==> config.mk <==
export PLATFORM = sky130hd
export DESIGN_NAME = mantissa_divider_seq
export DESIGN_NICKNAME = d
export VERILOG_FILES = /design/src/rtl/mantissa_divider_seq.sv
export SDC_FILE = /design/constraint.sdc
export NUM_CORES = 1
export LEC_CHECK = 0
export ABC_AREA = 1
export CORE_MARGIN = 4
export CORE_UTILIZATION = 25
export DETAILED_ROUTE_END_ITERATION = 10
export SYNTH_ARGS = -nofsm -noshare
export SYNTH_HDL_FRONTEND = slang
export SYNTH_SLANG_ARGS = --single-unit
==> constraint.sdc <==
create_clock -name clk -period 8.6 [get_ports clk]
set_clock_uncertainty 0.05 [all_clocks]
set_input_delay 1.29 -clock clk [delete_from_list [all_inputs] [get_ports clk]]
set_output_delay 1.29 -clock clk [all_outputs]
set_load 0.01 [all_outputs]
==> src/rtl/mantissa_divider_seq.sv <==
// Sequential restoring divider for the FPU mantissa path: one quotient bit per
// cycle through a shared SIZE+1 bit subtractor, with a start/busy/done handshake.

module subtractor #(
  parameter int W = 25
) (
  input  logic [W-1:0] a,
  input  logic [W-1:0] b,
  output logic [W-1:0] diff,
  output logic         underflow
);
  assign {underflow, diff} = {1'b0, a} - {1'b0, b};
endmodule

module mantissa_divider_seq #(
  parameter int SIZE = 24
) (
  input  logic            clk,
  input  logic            reset,
  input  logic            start,
  input  logic [SIZE-1:0] dividend,
  input  logic [SIZE-1:0] divisor,
  output logic            busy,
  output logic            done,
  output logic [SIZE-1:0] quotient,
  output logic [SIZE-1:0] remainder,
  output logic            div_by_zero
);
  localparam int CW = $clog2(SIZE);
  localparam logic [CW-1:0] LAST = CW'(SIZE - 1);

  typedef enum logic [1:0] {IDLE, RUN, DONE} state_t;

  state_t          state, state_nxt;
  logic [SIZE:0]   r, d, t, diff, r_step;
  logic [SIZE-1:0] q, q_step;
  logic [CW-1:0]   count;
  logic            uf, last, zero;

  // R < D keeps the remainder MSB at 0, so it never feeds the next partial remainder
  logic unused_r_msb;
  assign unused_r_msb = r[SIZE];

  assign t      = {r[SIZE-1:0], q[SIZE-1]};
  assign r_step = uf ? t : diff;
  assign q_step = {q[SIZE-2:0], ~uf};
  assign last   = (count == LAST);
  assign zero   = (divisor == '0);

  subtractor #(.W(SIZE + 1)) u_sub (
    .a         (t),
    .b         (d),
    .diff      (diff),
    .underflow (uf)
  );

  always_ff @(posedge clk or posedge reset) begin
    if (reset) state <= IDLE;
    else       state <= state_nxt;
  end

  always_comb begin
    state_nxt = state;
    unique case (state)
      RUN:     if (last) state_nxt = DONE;
      default: begin
        if (start) state_nxt = zero ? DONE : RUN;
        else       state_nxt = IDLE;
      end
    endcase
  end

  always_ff @(posedge clk or posedge reset) begin
    if (reset) begin
      r           <= '0;
      d           <= '0;
      q           <= '0;
      count       <= '0;
      quotient    <= '0;
      remainder   <= '0;
      div_by_zero <= 1'b0;
    end else begin
      unique case (state)
        RUN: begin
          r     <= r_step;
          q     <= q_step;
          count <= count + 1'b1;
          if (last) begin
            quotient    <= q_step;
            remainder   <= r_step[SIZE-1:0];
            div_by_zero <= 1'b0;
          end
        end
        default: begin
          if (start) begin
            if (zero) begin
              // divide by zero resolves in one cycle without touching the datapath
              quotient    <= '1;
              remainder   <= dividend;
              div_by_zero <= 1'b1;
            end else begin
              r     <= '0;
              q     <= dividend;
              d     <= {1'b0, divisor};
              count <= '0;
            end
          end
        end
      endcase
    end
  end

  assign busy = (state == RUN);
  assign done = (state == DONE);

endmodule
# After elaboration in Yosys (flattened, before gate mapping)
# Cells that the tools add are included.
# W data, S select, Z words.
# word_totals
ff_bits	128
elab_cells	50
inputBits	51
# op_classes
bitwise_logic	3
n_addsub	2
n_reduce_logical	6
muxes	26
eq_ne	5
# ops
op	n
$mux W24	15
$sub A25 B24 Y26	1
$logic_not A24 Y1	1
$mux W5	3
$mux W2	4
$reduce_and A3 Y1	2
$add A5 B1 Y5 const B	1
$eq A5 B5 Y1 const B	1
$mux W1	4
$reduce_bool A2 Y1	2
$not A1 Y1	3
$eq A2 B1 Y1 const B	1
$eq A2 B2 Y1 const B	1
$ne A2 B1 Y1 const B	1
$ne A2 B2 Y1 const B	1
$reduce_and A2 Y1	1

# Depth between registers and ports, before layout
# Gate-level depths: netlist of run 1.
# logic_depth
depth_word	4
depth_mapped	17

# Modules after synthesis
# A second synthesis of run 1 with hierarchy kept.
# unflattened
cells_unflattened	1150
hier_area_um2	7952.6
# modules_own_cells
module	n_inst	area_per_inst_um2	cells_per_inst
mantissa_divider_seq	1	5960.7	733
subtractor	1	1991.9	417

# Least setup slack after synthesis of run 1
# Ideal clock, no wire load.
# synth_timing
path_type	in2reg
from	input divisor[20]
to	register remainder[0]
cell_stages	11
slack_ns	6.041
arrival_ns	2.396
path_buffers	1
required_time_ns	8.437
cell_sequence	inv_1 > nand3_1 > nor3_1 > nand4_1 > nand2_1 > clkinv_1 > clkbuf_1 > nor2_1 > nand3_1 > nand2_1 > inv_1
# synth_between
elab_chain_cells	3
# synth_rtl
item	line_no	rtl
start: declaration	22	input logic [SIZE-1:0] divisor,
$logic_not A24 Y1	48	assign zero = (divisor == '0);
$reduce_bool A2 Y1 (no line)	n/a	
$reduce_and A3 Y1 (no line)	n/a	
end signal: assignment	90	remainder <= r_step[SIZE-1:0];
end signal: assignment	99	remainder <= dividend;
end: declaration	26	output logic [SIZE-1:0] remainder,
# Every way passes these cells.
# A chain may end at the register's enable or synchronous reset.

# Worst setup path after layout of run 1
# layout_timing
from	input divisor[7]
to	register remainder[21]
# The elaborated chain is that of the path after synthesis.

==> flow_metrics.env, run 1 <==
export IMPL_synth_most_common_cell="nand2_1"
export IMPL_drcViolationCount=0
export IMPL_rsz0062_at_grt="no"
export IMPL_yosys_area_top_type_share_pct=41.6
export IMPL_antenna_found_initial=0
export IMPL_worst_setup_path_end_kind="register"
export IMPL_async_reset_ff_share_pct=100
export IMPL_grt_most_used_layer="met2"
export IMPL_power_leakage_nw=5.10
export IMPL_cts_sinks=128
export IMPL_ys_warn_count=0
export IMPL_setup_tns_ps=0
export IMPL_p_per_area_mw_per_mm2=424
export IMPL_grt_pass1_vias=6848
export IMPL_clk_latency_ps=430
export IMPL_grt_start_max_net_pins=74
export IMPL_drv_cap=0
export IMPL_cts_buffers=17
export IMPL_worst_path_max_fanout=56
export IMPL_cts_resized=0
export IMPL_vias_per_cell=4.35
export IMPL_dp_hpwl_mm=17.0
export IMPL_post_route_period_util_pct=47.7
export IMPL_met1_usage_pct=19.3
export IMPL_synth_common_cells="350 x nand2_1, 214 x inv_1, 128 x dfrtp_1, 99 x nand3_1, 91 x o21ai_0"
export IMPL_initial_core_util_pct=25.3
export IMPL_drt_iter0_markers=462
export IMPL_synth_area_sq_mm=0.00771
export IMPL_path_class="primary input to register"
export IMPL_root_buffer="clkbuf_16"
export IMPL_setup_viol=0
export IMPL_drtPass1Iterations=5
export IMPL_gp_congestion=0.902
export IMPL_synth_cells=1109
export IMPL_synth_area_leader_cell="dfrtp_1"
export IMPL_synth_area_top_cells="dfrtp_1 42%, nand2_1 17%, inv_1 10%"
export IMPL_ys_seq_area_share_pct=41.6
export IMPL_post_route_util_pct=31.5
export IMPL_vdd_drop_max_uv=165
export IMPL_ctsHoldBuffers=0
export IMPL_hold_viol_final=0
export IMPL_synth_edf_count=0
export IMPL_wl_per_cell_microns=13.9
export IMPL_track_usage_pct=13.6
export IMPL_status="completed"
export IMPL_rows=64
export IMPL_layout_drive_gt1_share_pct=7.11
export IMPL_wirelength_mm=22.4
export IMPL_grt_pass1_wl_mm=36.3
export IMPL_die_w_microns=184
export IMPL_core_sq_mm=0.0305
export IMPL_io_pins=102
export IMPL_port_buffers=101
export IMPL_cts_tree="built"
export IMPL_htreeDepth=4
export IMPL_num_antenna_cells=0
export IMPL_avgSynthCellArea_sq_um=6.95
export IMPL_synth_seq_cells=128
export IMPL_synth_distinct_cells=35
export IMPL_dieArea_sq_mm=0.0337
export IMPL_drv_slew=0
export IMPL_nNetsFinal=1274
export IMPL_via_count=6979
export IMPL_critPathLaunchType="primary input"
export IMPL_postRouteAntennaNets=0
export IMPL_required_ps=8880
export IMPL_finalCriticalPeriod_ps=4100
export IMPL_use_met2_pct=21.4
export IMPL_tightest_slew_ps=869
export IMPL_slew_headroom_pct=41.9
export IMPL_syn_num_nets=1186
export IMPL_ys_flop_type="dfrtp_1"
export IMPL_clkTransAtPathRegs_ps=70
export IMPL_cts_setup_buffers=0
export IMPL_syn2layout_area_growth_pct=24.6
export IMPL_hold_path_class="register to register"
export IMPL_arrival_ps=4380
export IMPL_fmax_ghz=0.244
export IMPL_dieHeight_microns=184
export IMPL_met3_usage_pct=2.69
export IMPL_cts_max_path_buffers=2
export IMPL_grt_overflow_total=0
through the flow:
stage / hold WS, ps / instance area, sq um / total power, mW / setup slack [ps] / cells
after floorplan: 403 / 7710 / 2.72 / 3850 / 1109
after global placement: 416 / 9070 / 3.39 / 4200 / 1574
after detailed placement: 415 / 9070 / 3.42 / 4090 / 1574
after CTS: 432 / 9610 / 4.11 / 4510 / 1606
after global routing: 456 / 9610 / 4.49 / 4200 / 1606
final: 424 / 9610 / 4.08 / 4500 / 1606
cell usage in the layout (no fill, tap or decap), types with 2 or more instances in the layout:
master	count
nand2_1	349
inv_1	213
dfrtp_1	128
clkdlybuf4s50_1	101
nand3_1	99
o21ai_0	91
nor2_1	60
or2_2	25
ha_1	25
clkbuf_16	17
nand2_2	14
a21oi_1	13
nand4_1	12
xor2_1	10
a31oi_1	6
inv_6	5
nor3_1	4
clkinvlp_4	4
buf_4	4
inv_2	3
nand3b_1	3
clkinv_2	3
nor2_2	2
nor2_8	2
o21ai_1	2
and2_1	2
clkbuf_1	2
layer usage:
layer  wire, microns  up-vias
met5               0        -
met4             277        0
met3            1090       22
met2           10100      175
met1           11000     3215
li1                -     3567
state kept, by name, summed over array words and instances (netlist names):
name,cells
remainder,24
div_by_zero,1
d,24
r,24
q,24
quotient,24
state,2
count,5
power by group:
group | internal (mW) | switching, mW
logic | 0.857 | 1.47
registers | 0.877 | 0.195
clock network | 0.373 | 0.300
total | 2.11 | 1.97
cell families (layout without fill, tap and decap cells):
group,after synthesis,in the layout,share of synthesized area [%]
adders and majority gates,26,26,4.32
buffers and inverters,255,356,13.0
AOI/OAI and AO/OA,112,112,7.37
DFF,128,128,41.6
xor gates and xnor gates,11,11,1.25
and+or+nand+nor,577,577,32.5
final cells by class:
cell class / count / area, sq um
sequential: 128 / 3200
clock buffer: 19 / 433
fill: 3291 / 20900
multi-input combinational: 726 / 3500
timing repair buffer: 105 / 1040
tap: 396 / 495
clock inverter: 13 / 104
inverter: 219 / 826
worst max-delay path, cell delays in order:
cell and delay [ps]:
clkdlybuf4s50_1 400, inv_1 70, nand4_1 160, nor2_1 400, nand4_1 190, nand2_1 100
buf_4 430, clkinv_1 530, buf_4 410, nor2_1 130, nand3_1 100, nand2_1 70
inv_1 40
worst paths after layout:
| kind | from | end | slack [ps] | cells past startpoint |
|---|---|---|---|---|
| worst max-delay path | divisor[7] | remainder[21] | 4500 | 13 |
| worst min-delay path | quotient[5] | quotient[5] | 420 | 2 |
| worst max register to register | state[0] | remainder[21] | 4780 | 12 |
| worst min register to register | quotient[5] | quotient[5] | 420 | 2 |
| max in group asynchronous | reset | remainder[20] | 5800 | 3 |
| min in group asynchronous | reset | q[5] | 1300 | 2 |
(Power assumes the default switching activity.)
==> run 2: changes to the inputs <==
clock period = 3.7 ns   (was 8.6 ns; I/O delays follow)
==> run 2 against run 1 <==
Compared with the run above:
- combinational power increased by 130%
- non-clock buffer count rose by 5
- highest routed layer unchanged
- register-to-register slack got worse by 3700 ps
- critical path depth is 3 higher
- sequential cell count unchanged
- die area unchanged
- utilization is 0.31 points higher
- total power is 140% higher
- routed wire length rose by 1.1%
- cell area grew 0.99%
- sequential power is 130% higher
- setup slack worse by 3400 ps
==> flow_metrics.env, run 2 (same netlist as run 1, synthesis figures left out) <==
export IMPL_status="completed"
export IMPL_crit_top_cell="nand2_1"
export IMPL_path_cells="inv_1 -> ha_1 -> nand2_1 -> inv_1 -> nand2_1 -> nand2_1 -> nand2_1 -> nand3_2 -> nand2_1 -> clkinv_2 -> nor2_8 -> nor2_8 -> nand2_1 -> nand3_1 -> nand2_1 -> inv_1"
export IMPL_crit_end="remainder[21]"
export IMPL_vdd_drop_max_uv=384
export IMPL_drv_cap=0
export IMPL_power_leakage_nw=5.16
export IMPL_drtPass1Iterations=5
export IMPL_postRouteAntennaNets=0
export IMPL_hold_viol_final=0
export IMPL_dieHeight_microns=184
export IMPL_setup_viol=0
export IMPL_track_usage_pct=13.6
export IMPL_arrival_ps=2870
export IMPL_htreeDepth=4
export IMPL_port_buffers=101
export IMPL_grt_pass1_vias=6744
export IMPL_multi_input_area_sq_mm=0.00350
export IMPL_critPathLaunchType="register"
export IMPL_worst_setup_path_end_kind="register"
export IMPL_drcViolationCount=0
export IMPL_tightest_slew_ps=759
export IMPL_wl_per_cell_microns=14.1
export IMPL_hold_path_class="register to register"
export IMPL_fin_cells=1610
export IMPL_cts_setup_buffers=0
export IMPL_clkTransAtPathRegs_ps=60
export IMPL_clk_latency_ps=420
export IMPL_dieArea_sq_mm=0.0337
export IMPL_nNetsFinal=1279
export IMPL_fill_cells=3298
export IMPL_rsz0062_at_grt="no"
export IMPL_dp_hpwl_mm=17.0
export IMPL_layout_drive_gt1_share_pct=7.33
export IMPL_slowest_delay_ps=370
export IMPL_via_count=6956
export IMPL_cts_resized=0
export IMPL_grt_overflow_total=0
export IMPL_cts_buffers=17
export IMPL_cts_max_path_buffers=2
export IMPL_post_place_ws_ps=975
export IMPL_syn2layout_area_growth_pct=25.9
export IMPL_rows=64
export IMPL_gp_congestion=0.867
export IMPL_num_antenna_cells=0
export IMPL_grt_start_max_net_pins=129
export IMPL_power_frac_clock_pct=17.5
export IMPL_core_sq_mm=0.0305
export IMPL_io_pins=102
export IMPL_combPwrFrac_pct=56.8
export IMPL_root_buffer="clkbuf_16"
export IMPL_cts_tree="built"
export IMPL_area_sequential_sq_mm=0.00320
export IMPL_required_ps=3960
export IMPL_p_int_mw=5.10
export IMPL_r2r_start="d[3]"
export IMPL_antenna_found_initial=0
export IMPL_p_switching_mw=4.52
export IMPL_post_route_period_util_pct=70.6
export IMPL_swShare_pct=47.0
export IMPL_grt_pass1_wl_mm=36.5
export IMPL_slew_headroom_pct=49.4
export IMPL_die_w_microns=184
export IMPL_r2r_end="remainder[21]"
export IMPL_wirelength_mm=22.7
export IMPL_place_inst=1579
export IMPL_p_per_area_mw_per_mm2=991
export IMPL_finalCriticalPeriod_ps=2610
export IMPL_fmax_ghz=0.383
export IMPL_seq_power_share_pct=25.8
export IMPL_path_class="register to register"
export IMPL_rrSetupSlack_ps=1090
export IMPL_rr_worst_depth=16
export IMPL_layout_common_cells="350 x nand2_1, 213 x inv_1, 128 x dfrtp_1"
export IMPL_initial_core_util_pct=25.3
export IMPL_worst_path_max_fanout=26
export IMPL_final_common_cell="nand2_1"
export IMPL_setup_tns_ps=0
export IMPL_setup_slack_ps=1090
export IMPL_drv_slew=0
export IMPL_drt_iter0_markers=470
export IMPL_cts_sinks=128
export IMPL_vias_per_cell=4.32
export IMPL_crit_start="d[3]"
export IMPL_ctsHoldBuffers=0
export IMPL_critical_path_slowest_cell="dfrtp_1"
==> run 2: power by group through the flow <==
stage	registers, mW	clock network (mW)	logic, mW
floorplan	2.43	0	3.90
CTS	2.48	1.72	5.51
global placement	2.49	0	5.44
detailed placement	2.50	0	5.46
finish	2.48	1.68	5.46
global route	2.55	1.77	6.26
==> run 2: area by class of cell <==
class	count	area share, %
clock buffer	22	4.89
tap	396	5.11
multi-input combinational	726	36.1
timing repair buffer	110	11.2
inverter	219	8.53
clock inverter	9	1.12
sequential	128	33.0
==> run 2: worst min-delay path by stage <==
stage | start | to | depth (start not counted)
2_1_floorplan | d[10] | d[10] | 2
3_3_place_gp | quotient[14] | quotient[14] | 2
3_5_place_dp | quotient[14] | quotient[14] | 2
4_1_cts | quotient[14] | quotient[14] | 2
5_1_grt | quotient[10] | quotient[10] | 2
6_report | quotient[14] | quotient[14] | 2
==> run 2: worst max-delay path, delay by kind of cell (launching register included) <==
kind,cells,cell delay (ps)
buffers and inverters,4,330
adder cells (fa/ha/maj),1,330
flip-flops,1,370
AND/OR/NAND/NOR,11,1400
==> run 2: metal layers <==
metal | global-route usage, % | up-vias | routed length [microns]
li1 | - | 3578 | -
met1 | 18.9 | 3208 | 10900
met2 | 22.1 | 158 | 10500
met3 | 2.77 | 12 | 1120
met4 | 2.77 | 0 | 148
met5 | 0 | - | 0
==> run 2: stage by stage <==
stage	area, sq um	total power, mW	hold WS (ps)	util (%)
after floorplan	7710	6.33	403	-
after global placement	9120	7.93	411	29.9
after detailed placement	9120	7.97	412	29.9
after CTS	9700	9.72	427	31.8
after global routing	9700	10.6	443	31.8
final	9700	9.61	424	31.8
